===== config.mk =====
export PLATFORM = sky130hd
export DESIGN_NAME = dsp_inverse_div_flat
export DESIGN_NICKNAME = d
export VERILOG_FILES = /design/src/rtl/dsp_inverse_div_if.sv /design/src/rtl/dsp_inverse_div.sv /design/src/flat_wrapper.sv
export SDC_FILE = /design/constraint.sdc
export NUM_CORES = 1
export LEC_CHECK = 0
export CELL_PAD_IN_SITES_DETAIL_PLACEMENT = 0
export CELL_PAD_IN_SITES_GLOBAL_PLACEMENT = 1
export CORE_MARGIN = 5
export CORE_UTILIZATION = 42
export DETAILED_ROUTE_END_ITERATION = 10
export PLACE_DENSITY_LB_ADDON = 0.1
export SYNTH_ARGS = -nofsm -noshare
export SYNTH_HDL_FRONTEND = slang
export SYNTH_SLANG_ARGS = --single-unit

===== constraint.sdc =====
create_clock -name clk -period 7 [get_ports clk]
set_input_delay 1.4 -clock clk [delete_from_list [all_inputs] [get_ports clk]]
set_output_delay 1.4 -clock clk [all_outputs]
set_load 0.1 [all_outputs]

===== src/rtl/dsp_inverse_div_if.sv =====
// Bundles the operand, request and result signals of dsp_inverse_div.
// master: the requester. It drives start, P, C, D and B, and it samples the results.
// slave : the divider. It samples the operands and drives busy, done and the result fields.
interface dsp_inverse_div_if;
    logic        start;
    logic [47:0] P;
    logic [47:0] C;
    logic [17:0] D;
    logic [17:0] B;
    logic        busy;
    logic        done;
    logic [47:0] quo;
    logic [17:0] rem;
    logic [17:0] A_out;
    logic        overflow;
    logic        div_by_zero;

    modport master (
        output start, P, C, D, B,
        input  busy, done, quo, rem, A_out, overflow, div_by_zero
    );

    modport slave (
        input  start, P, C, D, B,
        output busy, done, quo, rem, A_out, overflow, div_by_zero
    );
endinterface


===== src/rtl/dsp_inverse_div.sv =====
// dsp_inverse_div: recovers the multiplier operand A of the pre-add/multiply/post-add
// DSP slice. It uses a restoring divider that produces one quotient bit per clock.
//   ADD      : A = (P - C) / (D + B)
//   SUBTRACT : A = (P + C) / (D - B)
// Ports:
//   clk  - clock
//   rst  - synchronous active-high reset
//   bus  - dsp_inverse_div_if.slave. It carries start, P, C, D and B in,
//          and busy, done, quo, rem, A_out, overflow and div_by_zero out.
//
// state | meaning
// ------+--------------------------------------------------------------
// IDLE  | waiting for start; operands are captured on the accepting edge
// DIV   | one restoring-division step per clock, 48 steps, N MSB first
// FIN   | publish the result registers; done is asserted on the next cycle
module dsp_inverse_div #(
    parameter string OPERATION = "ADD"
) (
    input  logic              clk,
    input  logic              rst,
    dsp_inverse_div_if.slave  bus
);

    localparam bit SUB_MODE = (OPERATION == "SUBTRACT");

    typedef enum logic [1:0] {
        ST_IDLE = 2'd0,
        ST_DIV  = 2'd1,
        ST_FIN  = 2'd2
    } state_t;

    state_t      state_q, state_d;
    logic [17:0] s_q, s_d;          // captured divisor
    logic [47:0] n_q, n_d;          // dividend; shifts left as bits are consumed
    logic [17:0] r_q, r_d;          // partial remainder, always < divisor
    logic [47:0] q_q, q_d;          // quotient being assembled
    logic [5:0]  cnt_q, cnt_d;
    logic        dbz_q, dbz_d;      // divide-by-zero seen at capture
    logic        busy_q, busy_d;
    logic        done_q, done_d;
    logic [47:0] quo_q, quo_d;
    logic [17:0] rem_q, rem_d;
    logic        ovf_q, ovf_d;
    logic        dbz_out_q, dbz_out_d;

    logic [17:0] s_in;
    logic [47:0] n_in;
    logic [18:0] r_shift;

    // The arithmetic wraps modulo the operand width, the same way the forward slice does.
    always_comb begin
        if (SUB_MODE) begin
            s_in = bus.D - bus.B;
            n_in = bus.P + bus.C;
        end else begin
            s_in = bus.D + bus.B;
            n_in = bus.P - bus.C;
        end
    end

    // The working remainder is one bit wider than the divisor.
    // It holds the shifted-in bit before the trial subtraction.
    assign r_shift = {r_q, n_q[47]};

    always_comb begin
        state_d   = state_q;
        s_d       = s_q;
        n_d       = n_q;
        r_d       = r_q;
        q_d       = q_q;
        cnt_d     = cnt_q;
        dbz_d     = dbz_q;
        busy_d    = busy_q;
        done_d    = 1'b0;
        quo_d     = quo_q;
        rem_d     = rem_q;
        ovf_d     = ovf_q;
        dbz_out_d = dbz_out_q;

        case (state_q)
            ST_IDLE: begin
                if (bus.start) begin
                    s_d    = s_in;
                    n_d    = n_in;
                    r_d    = '0;
                    q_d    = '0;
                    cnt_d  = '0;
                    busy_d = 1'b1;
                    if (s_in == 18'd0) begin
                        dbz_d   = 1'b1;
                        state_d = ST_FIN;
                    end else begin
                        dbz_d   = 1'b0;
                        state_d = ST_DIV;
                    end
                end
            end

            ST_DIV: begin
                n_d = {n_q[46:0], 1'b0};
                if (r_shift >= {1'b0, s_q}) begin
                    r_d = 18'(r_shift - {1'b0, s_q});
                    q_d = {q_q[46:0], 1'b1};
                end else begin
                    r_d = r_shift[17:0];
                    q_d = {q_q[46:0], 1'b0};
                end
                cnt_d = cnt_q + 6'd1;
                if (cnt_q == 6'd47) begin
                    state_d = ST_FIN;
                end
            end

            ST_FIN: begin
                busy_d  = 1'b0;
                done_d  = 1'b1;
                state_d = ST_IDLE;
                if (dbz_q) begin
                    quo_d     = '1;
                    rem_d     = '0;
                    ovf_d     = 1'b1;
                    dbz_out_d = 1'b1;
                end else begin
                    quo_d     = q_q;
                    rem_d     = r_q;
                    ovf_d     = |q_q[47:18];
                    dbz_out_d = 1'b0;
                end
            end

            default: begin
                state_d = ST_IDLE;
                busy_d  = 1'b0;
            end
        endcase
    end

    always_ff @(posedge clk) begin
        if (rst) begin
            state_q   <= ST_IDLE;
            s_q       <= '0;
            n_q       <= '0;
            r_q       <= '0;
            q_q       <= '0;
            cnt_q     <= '0;
            dbz_q     <= 1'b0;
            busy_q    <= 1'b0;
            done_q    <= 1'b0;
            quo_q     <= '0;
            rem_q     <= '0;
            ovf_q     <= 1'b0;
            dbz_out_q <= 1'b0;
        end else begin
            state_q   <= state_d;
            s_q       <= s_d;
            n_q       <= n_d;
            r_q       <= r_d;
            q_q       <= q_d;
            cnt_q     <= cnt_d;
            dbz_q     <= dbz_d;
            busy_q    <= busy_d;
            done_q    <= done_d;
            quo_q     <= quo_d;
            rem_q     <= rem_d;
            ovf_q     <= ovf_d;
            dbz_out_q <= dbz_out_d;
        end
    end

    assign bus.busy        = busy_q;
    assign bus.done        = done_q;
    assign bus.quo         = quo_q;
    assign bus.rem         = rem_q;
    assign bus.A_out       = quo_q[17:0];
    assign bus.overflow    = ovf_q;
    assign bus.div_by_zero = dbz_out_q;

endmodule


===== src/flat_wrapper.sv =====
// flat-port wrapper written by rule: the top's interface ports become plain ports
module dsp_inverse_div_flat 
#(
    parameter string OPERATION = "   "
)
  (clk, rst, bus_start, bus_P, bus_C, bus_D, bus_B, bus_busy, bus_done, bus_quo, bus_rem, bus_A_out, bus_overflow, bus_div_by_zero);
  dsp_inverse_div_if bus_i ();
  input  logic clk;
  input  logic rst;
  input wire logic [$bits(bus_i.start)-1:0] bus_start;
  input wire logic [$bits(bus_i.P)-1:0] bus_P;
  input wire logic [$bits(bus_i.C)-1:0] bus_C;
  input wire logic [$bits(bus_i.D)-1:0] bus_D;
  input wire logic [$bits(bus_i.B)-1:0] bus_B;
  output wire logic [$bits(bus_i.busy)-1:0] bus_busy;
  output wire logic [$bits(bus_i.done)-1:0] bus_done;
  output wire logic [$bits(bus_i.quo)-1:0] bus_quo;
  output wire logic [$bits(bus_i.rem)-1:0] bus_rem;
  output wire logic [$bits(bus_i.A_out)-1:0] bus_A_out;
  output wire logic [$bits(bus_i.overflow)-1:0] bus_overflow;
  output wire logic [$bits(bus_i.div_by_zero)-1:0] bus_div_by_zero;
  assign bus_i.start = bus_start;
  assign bus_i.P = bus_P;
  assign bus_i.C = bus_C;
  assign bus_i.D = bus_D;
  assign bus_i.B = bus_B;
  assign bus_busy = bus_i.busy;
  assign bus_done = bus_i.done;
  assign bus_quo = bus_i.quo;
  assign bus_rem = bus_i.rem;
  assign bus_A_out = bus_i.A_out;
  assign bus_overflow = bus_i.overflow;
  assign bus_div_by_zero = bus_i.div_by_zero;
  dsp_inverse_div #(.OPERATION(OPERATION)) u_core (.clk(clk), .rst(rst), .bus(bus_i));
endmodule

# --- After elaboration in Yosys (flattened, before gate mapping) ---
# Index checks and enable logic that the tools add are counted.
word_totals:
  out_inout_bits: 88
  inputBits: 135
  ff_bits: 211
op_classes:
  n_eq_ne: 5
  mux: 22
  n_reduce_logical: 8
  addsub: 4
  n_bitwise: 1
  order_cmp: 1
ops:
  columns: ["cell", "n"]
  rows:
  - ["48-bit one-hot mux with 2 select lines", 2]
  - ["48-bit 2-to-1 mux", 3]
  - ["18-bit 2-to-1 mux", 3]
  - ["48-bit subtractor", 1]
  - ["18-bit one-hot mux with 2 select lines", 1]
  - ["30-bit OR reduction", 1]
  - ["19-bit by 18-bit >= comparator with 1-bit output", 1]
  - ["18-bit adder", 1]
  - ["18-bit zero test", 1]
  - ["18-bit subtractor", 1]
  - ["6-bit one-hot mux with 2 select lines", 1]
  - ["2-bit AND reduction", 4]
  - ["6-bit by 1-bit adder with 6-bit output, second input constant", 1]
  - ["6-bit == test, second input constant", 1]
  - ["1-bit 2-to-1 mux", 6]
  - ["2-bit 2-to-1 mux", 3]
  - ["6-bit 2-to-1 mux", 1]
  - ["2-bit one-hot mux with 2 select lines", 1]
  - ["2-bit by 1-bit == test with 1-bit output, second input constant", 1]
  - ["2-bit == test, second input constant", 1]
  - ["2-bit zero test", 1]
  - ["2-bit by 1-bit != test with 1-bit output, second input constant", 1]
  - ["2-bit != test, second input constant", 1]
  - ["1-bit one-hot mux with 2 select lines", 1]
  - ["2 further kinds", 2]

# --- Longest topological paths before layout ---
depth:
  depth_word: 5
  mapped_depth: 12

# --- Worst setup path after synthesis ---
# OpenSTA, ideal clock, no wires.
synth_path:
  path_type: "in2reg"
  startpoint: "input port bus_B[0]"
  endpoint: "register u_core.state_q[0]"
  setup_ns: 0.125
  cell_stages: 12
  arrival_time_ns: 3.655
  path_buffers: 0
  path_slack_ns: 3.220
  t_required_ns: 6.875
  cell_sequence: "ha_1 > inv_1 > fa_1 > nor2b_4 > o31a_1 > a2111oi_2 > o41ai_1 > a21o_1 > or2_1 > a21o_1 > nand4bb_1 > o2bb2ai_1"
synth_via:
  elab_chain_cells: 5
synth_rtl:
  columns: ["element", "line", "source"]
  rows:
  - ["start, declared", "flat_wrapper.sv:14", "input wire logic [$bits(bus_i.B)-1:0] bus_B;"]
  - ["18-bit adder", "dsp_inverse_div.sv:56", "s_in = bus.D + bus.B;"]
  - ["18-bit zero test", "dsp_inverse_div.sv:89", "if (s_in == 18'd0) begin"]
  - ["2-bit 2-to-1 mux", "dsp_inverse_div.sv:89", null]
  - ["2-bit 2-to-1 mux", "dsp_inverse_div.sv:82", "if (bus.start) begin"]
  - ["2-bit one-hot mux with 2 select lines", "dsp_inverse_div.sv:80", "case (state_q)"]
  - ["end signal, assigned", "dsp_inverse_div.sv:154", "state_q <= state_d;"]
  - ["end, declared", "dsp_inverse_div.sv:32", "state_t state_q, state_d;"]
# No other way between the ends. The select of a mux whose other input is x is not followed.
# A chain may end at the register's enable or synchronous reset.

# --- Worst setup path after layout ---
layout_path:
  startpoint: "input port bus_D[0]"
  endpoint: "register u_core.state_q[0]"
layout_via:
  elab_chain_cells: 5
layout_rtl:
  columns: ["element", "line", "source"]
  rows:
  - ["start, declared", "flat_wrapper.sv:13", "input wire logic [$bits(bus_i.D)-1:0] bus_D;"]
  - ["18-bit adder", "dsp_inverse_div.sv:56", null]
  - ["18-bit zero test", "dsp_inverse_div.sv:89", null]
  - ["2-bit 2-to-1 mux", "dsp_inverse_div.sv:89", null]
  - ["2-bit 2-to-1 mux", "dsp_inverse_div.sv:82", null]
  - ["2-bit one-hot mux with 2 select lines", "dsp_inverse_div.sv:80", null]
# No other way between the ends. The select of a mux whose other input is x is not followed.

==> metrics.txt <==
DIE WIDTH=184 um; EDFF count, synth=0; slowest CP cell=clkdlybuf4s50_1; max_cap viols=0; post-CTS resize count=0; RSZ-0062 raised after global routing=no; Avg Inst Size Synth=7.73 um2; post-synth top area share=33.3%; setup ws final=approximately 2900 ps; main flop type after synthesis=dfxtp_1; GP Congestion=~0.84; Die H=184 um; Min-Delay Path Class=register to register; # nets final=roughly 2000; drt total wl=about 34000 um; Initial Utilization=42.7%; Reg2Reg Launch Point=u_core.s_q[8]; top cells by count, synth=dfxtp_1 (211), nor2_1 (177), a21oi_1 (158), nand2_1 (140), nor3_1 (122); Final Hold Slack=448 ps; DRC Markers=0; Clock Latency Late Sink=500 ps; worst slew pin tran=~1100 ps; # Post-CTS Setup Buffers=0; row cnt=63; post-synthesis sequential area ratio=33.3%; # hold bufs at CTS=0; Fmax achieved=0.242 GHz; outcome=completed; most common cell in the netlist=dfxtp_1; largest net degree at the start of global routing=127; clk root buf=clkbuf_16; crit path from=bus_D[0]; clock skew=13.3 ps; vias per cell=5.49; first-pass GRT wire length=approximately 57000 um; final setup TNS=0 ps; CTS tree=yes; number of global-route vias before repair=11500; clock-pin slew on the worst setup and hold paths=60 ps; Longest Clk Path Bufs=3; # setup viols final=0; Synth Instances=1641; clk sinks=211; maximum vdd drop=0.206 mV; Avg WL per Cell=15.7 um; Leakage=6.18 nW; worst path required time=7360 ps; CP Cell Sequence=clkdlybuf4s50_1 > ha_1 > inv_1 > fa_1 > nor2b_4 > o31a_1 > a2111oi_2 > o41ai_1 > a21oi_1 > xnor2_1 > a21o_1 > nand4bb_1 > o2bb2ai_1; Num CTS Buffers=23; Design Power=5.89 mW; Max Slew Vio Count=0; hold_sp=u_core.bus.rem[6]; Final Cycle Share=59.0%; #FFs+latches synth=211; htree depth=1; area leader, netlist=dfxtp_1; minimum clock period after layout=4130 ps; crit-path max FO=4; top cells by area, synth=dfxtp_1 (33%), ha_1 (8.2%), a21oi_1 (6.2%), a22oi_1 (5.4%), nor2_1 (5.2%); grt total ovfl=0; Async SR Flop Fraction=0%; critical path's largest stage delay=~470 ps; crit path DAT=4490 ps; CP Launch Type=input pin; # port buffers=222; GRT Total Usage=between 10% and 20%; Place WS=2360 ps; total power per unit cell area=374 nW/um2; detailed-route via count=12000; distinct cell type count after synthesis=between 70 and 80; Post-Syn Area=12700 um2; Layout area overhead=24.2%; 1st-iter DRT viols=688; first-pass iteration count of the detailed router=5; Slew HR=29.2%; final hold vios=0; CP Capture Type=register; I/O pin total=between 200 and 250; Ys Warns=0; Routed Antenna Nets=0; CORE AREA=approximately 30000 um2; layout cells sized above 1=4.06%; # fillers=just under 3000; ANT cells=0; critical path class=input pin to register; Post-Route Utilization=53.0%; Die Footprint=33800 um2; hpwl dp=between 20000 and 25000 um; syn nets=1862; initial antenna violation count=0
cell type report:
class / instances / area, um2 / area share [%]
flip-flops and latches: 211 / 4230 / 26.8
inverters: 93 / 349 / 2.22
clock inverters: 7 / 115 / 0.731
well taps: 390 / 488 / 3.10
multi-input cells: 1222 / 7630 / 48.5
clock buffers: 31 / 636 / 4.04
repair buffers: 232 / 2300 / 14.6
critical path, delay by kind of cell:
kind / cells / cell delay, ps
compound gates: 6 / 1300
xor+xnor: 1 / 160
fa+ha+maj: 2 / 640
buf+inv: 2 / 540
simple gates: 2 / 440
worst paths after layout:
kind	slack (ps)	endpoint	cells after the start
max	2870	u_core.state_q[0]	13
min	450	u_core.bus.rem[6]	2
max reg2reg	3650	u_core.r_q[4]	12
min reg2reg	450	u_core.bus.rem[6]	2
cell usage in the layout (no fill, tap or decap), types with 17 or more instances in the layout:
| cell type | synthesis | layout |
|---|---|---|
| xnor2_1 | 32 | 32 |
| o21ai_0 | 66 | 66 |
| or3_1 | 18 | 18 |
| a22oi_1 | 92 | 92 |
| nor3_1 | 122 | 122 |
| clkdlybuf4s50_1 | 0 | 221 |
| o21a_1 | 20 | 20 |
| nand3_1 | 21 | 21 |
| inv_1 | 93 | 93 |
| dfxtp_1 | 211 | 210 |
| ha_1 | 83 | 83 |
| clkbuf_16 | 0 | 23 |
| nand2_1 | 140 | 140 |
| nor2_1 | 177 | 176 |
| nand3b_1 | 21 | 21 |
| xor2_1 | 20 | 20 |
| a21oi_1 | 158 | 158 |
| nand4_1 | 17 | 17 |
| a21o_1 | 34 | 34 |
flip-flops by register name (all words and copies together) (netlist names):
register	flops
u_core.r_q	18
u_core.dbz_q	1
u_core.bus.rem	18
u_core.state_q	2
u_core.bus.quo	48
u_core.bus.overflow	1
u_core.bus.div_by_zero	1
u_core.s_q	18
u_core.bus.done	1
u_core.bus.busy	1
u_core.n_q	48
u_core.q_q	48
u_core.cnt_q	6
power by group:
group	switching [mW]	leakage (nW)	internal, mW
logic	2.04	4.10	1.02
clock network	0.473	0.361	0.742
registers	0.165	1.72	1.45
total	2.68	6.18	3.21
kinds of logic after synthesis:
| kind of cell | synth area share [%] |
|---|---|
| fa+ha+maj | 8.66 |
| buf+inv | 6.75 |
| compound gates | 24.7 |
| flops | 33.3 |
| mux | 0.632 |
| xor+xnor | 3.59 |
| simple gates | 22.3 |
metal layers:
layer  vias up  share of wire, %  global-route usage [%]
met5         -                 0                       0
met4         0              0.93                    2.87
met3        25               4.7                    2.31
met2       267                46                    32.6
met1      5596                49                    28.2
li1       6111                 -                       -
stage by stage:
stage | instances | instance area (um2)
after floorplan | 1641 | 12700
after global placement | 2148 | 15000
after detailed placement | 2148 | 15000
after CTS | 2186 | 15700
after global routing | 2186 | 15700
final | 2186 | 15700
Power figures use the tool's default switching activity.
